===== src/rtl/fast_band_sched.sv =====
// fast_band_sched: issues one MM2S command per 8-row band, limits outstanding bands, and watches stream framing.
// Optional macro FAST_SCHED_PERF_EN adds perf_cycles / perf_stall counters.
module fast_band_sched #(
  parameter int COL_NUM         = 640,
  parameter int ROW_NUM         = 480,
  parameter int ADDR_WIDTH      = 32,
  parameter int LEN_WIDTH       = 23,
  parameter int MAX_OUTSTANDING = 2
) (
  input  logic                  clk,
  input  logic                  rst_n,
  input  logic                  start,
  input  logic                  abort,
  input  logic [ADDR_WIDTH-1:0] frame_base,
  output logic                  cmd_valid,
  input  logic                  cmd_ready,
  output logic [ADDR_WIDTH-1:0] cmd_addr,
  output logic [LEN_WIDTH-1:0]  cmd_len,
  input  logic                  mon_tvalid,
  input  logic                  mon_tready,
  input  logic                  mon_tlast,
  input  logic                  band_done,
  output logic                  swpb_flush,
  output logic                  busy,
  output logic                  frame_done,
  output logic                  err_framing
`ifdef FAST_SCHED_PERF_EN
  ,
  output logic [31:0]           perf_cycles,
  output logic [31:0]           perf_stall
`endif
);

  localparam int NUM_BANDS  = (ROW_NUM - 8) / 2 + 1;
  localparam int BAND_WORDS = COL_NUM * 2;
  localparam int BAND_BYTES = COL_NUM * 8;
  localparam int BW = $clog2(NUM_BANDS + 1);
  localparam int WW = $clog2(BAND_WORDS);
  localparam int OW = 3;

  typedef enum logic [2:0] {S_IDLE, S_ISSUE, S_WAIT, S_DRAIN, S_DONE, S_ABORT} state_t;

  state_t          state_q, state_d;
  logic [ADDR_WIDTH-1:0] addr_q;
  logic [BW-1:0]   issue_q, done_q;
  logic [OW-1:0]   outst_q, outst_d;
  logic [WW-1:0]   beat_q;

  logic start_acc, abort_acc, hs, bd_ok, bd_bad, mon_ev, last_beat, beat_err;

  assign busy      = (state_q != S_IDLE) && (state_q != S_DONE);
  assign start_acc = start && (state_q == S_IDLE);
  assign abort_acc = abort && (state_q != S_IDLE);
  assign hs        = cmd_valid && cmd_ready && !abort_acc;
  assign bd_ok     = band_done && busy && !abort_acc && (outst_q != '0);
  assign bd_bad    = band_done && busy && !abort_acc && (outst_q == '0);
  assign mon_ev    = mon_tvalid && mon_tready && busy && !abort_acc;
  assign last_beat = (beat_q == WW'(BAND_WORDS - 1));
  assign beat_err  = mon_ev && (mon_tlast != last_beat);
  assign cmd_addr  = addr_q;
  assign cmd_len   = LEN_WIDTH'(BAND_BYTES);

  // A completion landing in the same cycle as a handshake cancels out.
  always_comb begin
    outst_d = outst_q;
    if (hs && !bd_ok)      outst_d = outst_q + OW'(1);
    else if (!hs && bd_ok) outst_d = outst_q - OW'(1);
  end

  always_comb begin
    state_d    = state_q;
    cmd_valid  = 1'b0;
    frame_done = 1'b0;
    swpb_flush = 1'b0;
    case (state_q)
      S_IDLE:  if (start) state_d = S_ISSUE;
      S_ISSUE: begin
        cmd_valid = 1'b1;
        if (hs) begin
          if (issue_q + BW'(1) == BW'(NUM_BANDS))    state_d = S_DRAIN;
          else if (outst_d == OW'(MAX_OUTSTANDING)) state_d = S_WAIT;
        end
      end
      S_WAIT:  if (outst_q < OW'(MAX_OUTSTANDING)) state_d = S_ISSUE;
      S_DRAIN: if (done_q == BW'(NUM_BANDS)) state_d = S_DONE;
      S_DONE:  begin
        frame_done = 1'b1;
        state_d    = S_IDLE;
      end
      S_ABORT: begin
        swpb_flush = 1'b1;
        state_d    = S_IDLE;
      end
      default: state_d = S_IDLE;
    endcase
    if (abort_acc) state_d = S_ABORT;
  end

  always_ff @(posedge clk or negedge rst_n) begin
    if (!rst_n) begin
      state_q     <= S_IDLE;
      addr_q      <= '0;
      issue_q     <= '0;
      done_q      <= '0;
      outst_q     <= '0;
      beat_q      <= '0;
      err_framing <= 1'b0;
    end else begin
      state_q <= state_d;
      if (start_acc) begin
        addr_q      <= frame_base;
        issue_q     <= '0;
        done_q      <= '0;
        outst_q     <= '0;
        beat_q      <= '0;
        err_framing <= 1'b0;
      end else begin
        outst_q <= outst_d;
        if (hs) begin
          addr_q  <= addr_q + ADDR_WIDTH'(BAND_BYTES);
          issue_q <= issue_q + BW'(1);
        end
        if (bd_ok)  done_q <= done_q + BW'(1);
        if (mon_ev) beat_q <= last_beat ? '0 : beat_q + WW'(1);
        if (bd_bad || beat_err) err_framing <= 1'b1;
      end
    end
  end

`ifdef FAST_SCHED_PERF_EN
  always_ff @(posedge clk or negedge rst_n) begin
    if (!rst_n) begin
      perf_cycles <= '0;
      perf_stall  <= '0;
    end else if (start_acc) begin
      perf_cycles <= '0;
      perf_stall  <= '0;
    end else begin
      if (busy && perf_cycles != '1) perf_cycles <= perf_cycles + 32'd1;
      if (state_q == S_WAIT && perf_stall != '1) perf_stall <= perf_stall + 32'd1;
    end
  end
`endif

endmodule


===== config.mk =====
export PLATFORM = sky130hd
export DESIGN_NAME = fast_band_sched
export DESIGN_NICKNAME = d
export VERILOG_FILES = /design/src/rtl/fast_band_sched.sv
export SDC_FILE = /design/constraint.sdc
export NUM_CORES = 1
export LEC_CHECK = 0
export ABC_AREA = 1
export CELL_PAD_IN_SITES_DETAIL_PLACEMENT = 2
export CELL_PAD_IN_SITES_GLOBAL_PLACEMENT = 2
export CORE_UTILIZATION = 28
export DETAILED_ROUTE_END_ITERATION = 8
export GPL_ROUTABILITY_DRIVEN = 0
export PLACE_DENSITY = 0.88
export SYNTH_ARGS = -nofsm -noshare
export SYNTH_HDL_FRONTEND = slang
export SYNTH_SLANG_ARGS = --single-unit

===== constraint.sdc =====
create_clock -name clk -period 2 [get_ports clk]
set_clock_uncertainty 0.1 [all_clocks]
set_input_delay 0.4 -clock clk [delete_from_list [all_inputs] [get_ports clk]]
set_output_delay 0.4 -clock clk [all_outputs]
set_load 0.1 [all_outputs]

==> results of run 1 <==
[final cells by class]
cell class / instances / area, µm² / share of cell area, %
inverters: 59 / 241 / 3.89
well taps: 180 / 225 / 3.62
multi-input cells: 364 / 2190 / 35.3
clock inverters: 6 / 80.1 / 1.29
flip-flops and latches: 66 / 1690 / 27.2
repair buffers: 127 / 1540 / 24.8
clock buffers: 10 / 239 / 3.85
[metrics by stage]
step	cell area, µm²	instances
4_1_cts	5970	802
3_5_place_dp	5540	780
6_report	6210	812
2_1_floorplan	4100	520
5_1_grt	6210	812
3_3_place_gp	5540	780
[power groups by stage]
stage          sequential, mW  clock [mW]  combinational [mW]
2_1_floorplan            4.57           0                2.10
3_3_place_gp             2.51           0                6.60
3_5_place_dp             2.57           0                6.88
4_1_cts                  2.56        1.78                7.10
5_1_grt                  2.66        1.83                7.83
6_report                 2.58        1.76                7.50
[placed cells by master, fill, tap and decap left out, types with 6 or more instances in the layout]
cell	synthesis	routed
clkbuf_16	0	9
nor2_4	1	8
inv_2	6	8
dfrtp_1	66	46
buf_4	23	47
conb_1	2	23
nand3_1	23	18
xnor2_1	7	7
dfrtp_2	0	15
inv_1	51	46
xor2_1	16	16
nor2_2	4	6
nor3_1	13	11
nor2_1	46	37
nand2_2	2	9
o21ai_0	23	21
a21oi_1	15	15
o211ai_1	9	9
nand2_1	123	113
clkdlybuf4s50_1	0	37
ha_1	9	7
buf_12	0	39
[state kept, by name, indices dropped and copies added, names as in the netlist]
register,flops
cmd_addr,32
beat_q,11
done_q,8
issue_q,8
outst_q,3
state_q,3
err_framing,1
[layer usage]
| metal | up-vias | global-route usage (%) |
|---|---|---|
| met3 | 26 | 5.19 |
| met1 | 2023 | 24.2 |
| li1 | 1827 | - |
| met2 | 83 | 40.8 |
| met5 | - | 0 |
| met4 | 0 | 6.33 |
[worst paths after layout]
kind / startpoint / end / slack (ns)
max: outst_q[0]$_DFF_PN0_ / state_q[0]$_DFFE_PN0P_ / -0.05
min: rst_n / cmd_addr[12]$_DFFE_PN0P_ / 0.39
max reg2reg: outst_q[0]$_DFF_PN0_ / state_q[0]$_DFFE_PN0P_ / -0.05
min reg2reg: beat_q[4]$_DFFE_PN0P_ / beat_q[4]$_DFFE_PN0P_ / 0.43
max in group asynchronous: rst_n / cmd_addr[23]$_DFFE_PN0P_ / 0.76
min in group clk: beat_q[4]$_DFFE_PN0P_ / beat_q[4]$_DFFE_PN0P_ / 0.43
[what timing repair did]
action,4_1_cts,5_1_grt
endpoints found under the setup margin,20,39
endpoints found under the hold margin,11,0
setup buffers,4,10
gates cloned,1,0
pin swaps,2,10
hold buffers,1,0
gates resized for setup,18,45
[cells by family after synthesis]
logic type / synth area share, %
and+or+nand+nor: 27.7
buffers and inverters: 11.1
AOI/OAI and AO/OA: 11.3
DFF: 41.8
xor gates and xnor gates: 5.10
adders and majority gates: 2.85
other: 0.190
==> impl_metrics.json, run 1 <==
{
  "status": "finished, violations left",
  "violations": "negative setup slack",
  "numCtsBuffers": 9,
  "switching_power_mw": 6.30,
  "start_kind": "flip-flop",
  "seq_power_share_pct": 21.8,
  "cp-end-kind": "flip-flop",
  "drc_errors": 0,
  "yosysUniqueCellTypes": 50,
  "synthTopCellsByArea": "dfrtp_1, nand2_1, inv_1",
  "yosysSeqAreaShare_pct": 41.8,
  "io_buffers": 77,
  "setup_viol": 4,
  "io_pins": 101,
  "dr.pass1.iters": 4,
  "yosysTopAreaCell": "dfrtp_1",
  "crit_fanout": 6,
  "fin_hold_ws_ns": 0.391,
  "core_area_um2": 13800,
  "wirelength_mm": 16.7,
  "vias": 3959,
  "wl_met1_mm": 6.68,
  "die_w_um": 121,
  "path_class": "flip-flop to flip-flop",
  "htree_levels": 3,
  "wl_met3_um": 509,
  "post-route-period-util_pct": 102,
  "synth_top_area_share_pct": 41.8,
  "rows": 43,
  "diodes": 0,
  "synth_most_common_cell": "nand2_1",
  "area_delta_synth_final_pct": 57.3,
  "hold_viol": 0,
  "ys_seq_elements": 66,
  "yosysWarnings": 0,
  "maxCapViolations": 0,
  "cts-root-buf": "clkbuf_16",
  "grt_overflow": 0,
  "top_layer_used": "met4",
  "grt_max_degree": 56,
  "synthCells": 499,
  "cts_tree": "done",
  "p_total_mw": 11.8,
  "wl_per_cell_um": 20.6,
  "die-area_um2": 14600,
  "arrival_ns": 2.19,
  "critPathMaxStageDelay_ns": 0.40,
  "hp-class": "input pin to asynchronous set/reset pin",
  "sw_frac_of_total_pct": 53.2,
  "yosys-top-cells-count": "nand2_1, dfrtp_1, inv_1",
  "ff2ff_path_depth": 14,
  "drv_slew": 0,
  "syn_area_um2": 3950,
  "crit_chain": "inv_2 > ha_4 > nand2_2 > nand3_4 > nand3_4 > nand3_1 > nand2_1 > nand2_1 > inv_1 > nand2_2 > nand3_4 > nand3_2 > nand2_1 > nand2_1",
  "die_h_um": 121,
  "layout.nets": 677,
  "track_usage_pct": 21.8,
  "fmax_mhz": 488,
  "avgSynthCellArea_um2": 7.92,
  "fin_crit_ns": 2.05,
  "clk_pin_slew_worst_paths_ns": 0.06,
  "path_common_cell": "nand2_1",
  "start_util_pct": 28.6,
  "p_leak_nw": 2.78,
  "antenna_left": 0,
  "grt_pass1_vias": 4598,
  "p_clk_share_pct": 14.9,
  "p_per_area_nw_per_um2": 1910,
  "worstPathRequired_ns": 2.14,
  "fin_util_pct": 44.9,
  "ir_drop_v": 0.00100,
  "hpwl_mm": 10.7,
  "post-place-ws_ns": -0.351,
  "grt_pass1_wl_mm": 24.2,
  "fillers": 1462,
  "antenna_found_initial": 0,
  "crit_cells": 14,
  "ys.flop_type": "dfrtp_1",
  "async_reset_ff_share_pct": 100,
  "slowest_stage": "dfrtp_1",
  "cts_buffer_depth": 2,
  "critPathTopFamily": "simple AND/OR/NAND/NOR gates",
  "p_comb_share_pct": 63.3,
  "viasPerCell": 4.88,
  "clock_latency_ns": 0.35,
  "wl_met2_mm": 9.26,
  "finalSetupTns_ns": -0.0770,
  "drive_above_1_share_pct": 30.1,
  "clock-sinks": 66,
  "synth_edf_count": 0,
  "path_buf_inv": 2,
  "setup_slack_ns": -0.0499,
  "drt_iter0_markers": 136,
  "internal_power_mw": 5.54
}
Power figures use the tool's default switching activity.
==> run 2: changes to the inputs <==
--- a/config.mk
+++ b/config.mk
@@ -11,6 +11,7 @@
 export CORE_UTILIZATION = 28
 export DETAILED_ROUTE_END_ITERATION = 8
 export GPL_ROUTABILITY_DRIVEN = 0
+export GPL_TIMING_DRIVEN = 0
 export PLACE_DENSITY = 0.88
 export SYNTH_ARGS = -nofsm -noshare
 export SYNTH_HDL_FRONTEND = slang
==> run 2 against run 1 <==
  * The flow still finishes with violations (negative setup slack)
  * Total power down 9.9%
  * Via count up 2.3%
  * Sequential share of layout area rose by 1.3 points
  * Combinational power down 11%
  * Largest power group unchanged
  * Non-clock buffer count is 13 higher
  * Sequential cell count unchanged
  * Critical endpoint unchanged
  * Global-route usage is 1.1 points lower
  * Register-to-register slack worse by 0.02 ns
  * First-iteration DRC count rose by 12%
  * Core utilization fell by 2.1 points
  * Sequential power fell by 5%
==> impl_metrics.json, run 2 (synthesis results as in run 1) <==
{
  "status": "finished, violations left",
  "violations": "negative setup slack",
  "slowest_stage": "dfrtp_1",
  "final_common_cell": "nand2_1",
  "post-route-period-util_pct": 103,
  "rows": 43,
  "cts-root-buf": "clkbuf_16",
  "diodes": 0,
  "area_delta_synth_final_pct": 49.9,
  "fin_area_um2": 5920,
  "rsz0062_at_grt": "true",
  "cts_buffer_depth": 2,
  "io_pins": 101,
  "start_util_pct": 28.6,
  "fin_cells": 824,
  "crit_fanout": 6,
  "path_class": "flip-flop to flip-flop",
  "setup_viol": 3,
  "holdBufCountCts": 0,
  "slew_headroom_pct": 38.3,
  "hp-class": "input pin to asynchronous set/reset pin",
  "largest_reg_flops": 32,
  "grt_overflow": 0,
  "clock-sinks": 66,
  "drive_above_1_share_pct": 32.6,
  "placed_cell_area_um2": 5090,
  "drv_slew": 0,
  "clk_pin_slew_worst_paths_ns": 0.06,
  "fmax_mhz": 484,
  "drc_errors": 0,
  "p_per_area_nw_per_um2": 1800,
  "fin_crit_ns": 2.07,
  "worstPathRequired_ns": 2.13,
  "dr.pass1.iters": 4,
  "cp-end-kind": "flip-flop",
  "critPathMaxStageDelay_ns": 0.40,
  "track_usage_pct": 20.7,
  "worstMarginPinSlew_ns": 0.926,
  "cts_tree": "done",
  "hold_viol": 0,
  "antenna_left": 0,
  "arrival_ns": 2.19,
  "p_total_mw": 10.7,
  "maxCapViolations": 0,
  "wl_per_cell_um": 20.4,
  "viasPerCell": 4.92,
  "p_leak_nw": 2.63,
  "hpwl_mm": 9.82,
  "layout.nets": 689,
  "drt_iter0_markers": 152,
  "antenna_found_initial": 0,
  "core_area_um2": 13800,
  "die_h_um": 121,
  "path_common_cell": "nand3_4",
  "die_w_um": 121,
  "grt_pass1_vias": 4420,
  "grt_pass1_wl_mm": 23.2,
  "setup_slack_ns": -0.0675,
  "final_cell_mix": "nand2_1, buf_4, inv_1, dfrtp_1, clkdlybuf4s50_1",
  "htree_levels": 3,
  "wirelength_mm": 16.8,
  "numCtsBuffers": 9,
  "fillers": 1540,
  "die-area_um2": 14600,
  "r2r_slack_ns": -0.07,
  "grt_max_degree": 67,
  "crit_chain": "inv_2 > ha_4 > nand2_4 > nand3_4 > nand3_4 > buf_4 > a21oi_2 > nand2_2 > nand3_4 > nand3_2 > nand2_1 > nand2_1",
  "ir_drop_v": 0.00112,
  "clock_latency_ns": 0.34,
  "start_kind": "flip-flop",
  "fin_hold_ws_ns": 0.0850,
  "io_buffers": 77,
  "vias": 4050,
  "dp.cells": 777
}
-- run 2: path summary, 6_finish.rpt --
path | from | to | cells past startpoint
min | rst_n | cmd_addr[14]$_DFFE_PN0P_ | 1
max in group asynchronous | rst_n | cmd_addr[23]$_DFFE_PN0P_ | 1
min in group clk | cmd_addr[6]$_DFFE_PN0P_ | cmd_addr[6]$_DFFE_PN0P_ | 2
max | outst_q[0]$_DFF_PN0_ | state_q[0]$_DFFE_PN0P_ | 12
min reg2reg | cmd_addr[6]$_DFFE_PN0P_ | cmd_addr[6]$_DFFE_PN0P_ | 2
max reg2reg | outst_q[0]$_DFF_PN0_ | state_q[0]$_DFFE_PN0P_ | 12
-- run 2: area by class of cell --
cell class,count,area (µm²),area share [%]
Buffer,32,221,3.74
Clock buffer,13,260,4.39
Clock inverter,3,15.0,0.253
Inverter,59,229,3.86
Multi-Input combinational cell,363,2250,37.9
Sequential cell,66,1690,28.5
Tap cell,180,225,3.80
Timing Repair Buffer,108,1040,17.5
-- run 2: report_power, final --
part	internal [mW]	switching [mW]	total (mW)
Clock	0.903	0.630	1.53
Combinational	1.77	4.93	6.70
Sequential	1.85	0.583	2.44
-- run 2: per-layer routing --
layer | vias to the layer above | global-route usage, % | share of wire, %
met1 | 2065 | 23.9 | 40
met4 | 0 | 5.40 | 1.8
li1 | 1856 | - | -
met5 | - | 0 | 0
met3 | 31 | 3.21 | 2.9
met2 | 98 | 39.2 | 55
-- run 2: critical path: cells and delay by family (launching register included) --
family / cells / cell delay (ns)
adders and majority gates: 1 / 0.18
DFF: 1 / 0.40
buffers and inverters: 2 / 0.30
AOI/OAI and AO/OA: 1 / 0.17
and+or+nand+nor: 8 / 0.79
-- run 2: repair_timing --
action	4_1_cts	5_1_grt
setup endpoints to repair	81	48
gates cloned	0	0
setup buffers	10	21
gates resized for setup	147	55
pin swaps	6	24
-- run 2: metrics by stage --
step	TNS (ns)	utilization [%]	setup WS, ns
3_3_place_gp	-153.32	36.9	-2.50
6_report	-0.0801	42.8	-0.0675
3_5_place_dp	-19.74	36.8	-0.606
2_1_floorplan	0	-	0.00833
4_1_cts	0	40.2	0.000739
5_1_grt	-1.02	42.8	-0.152
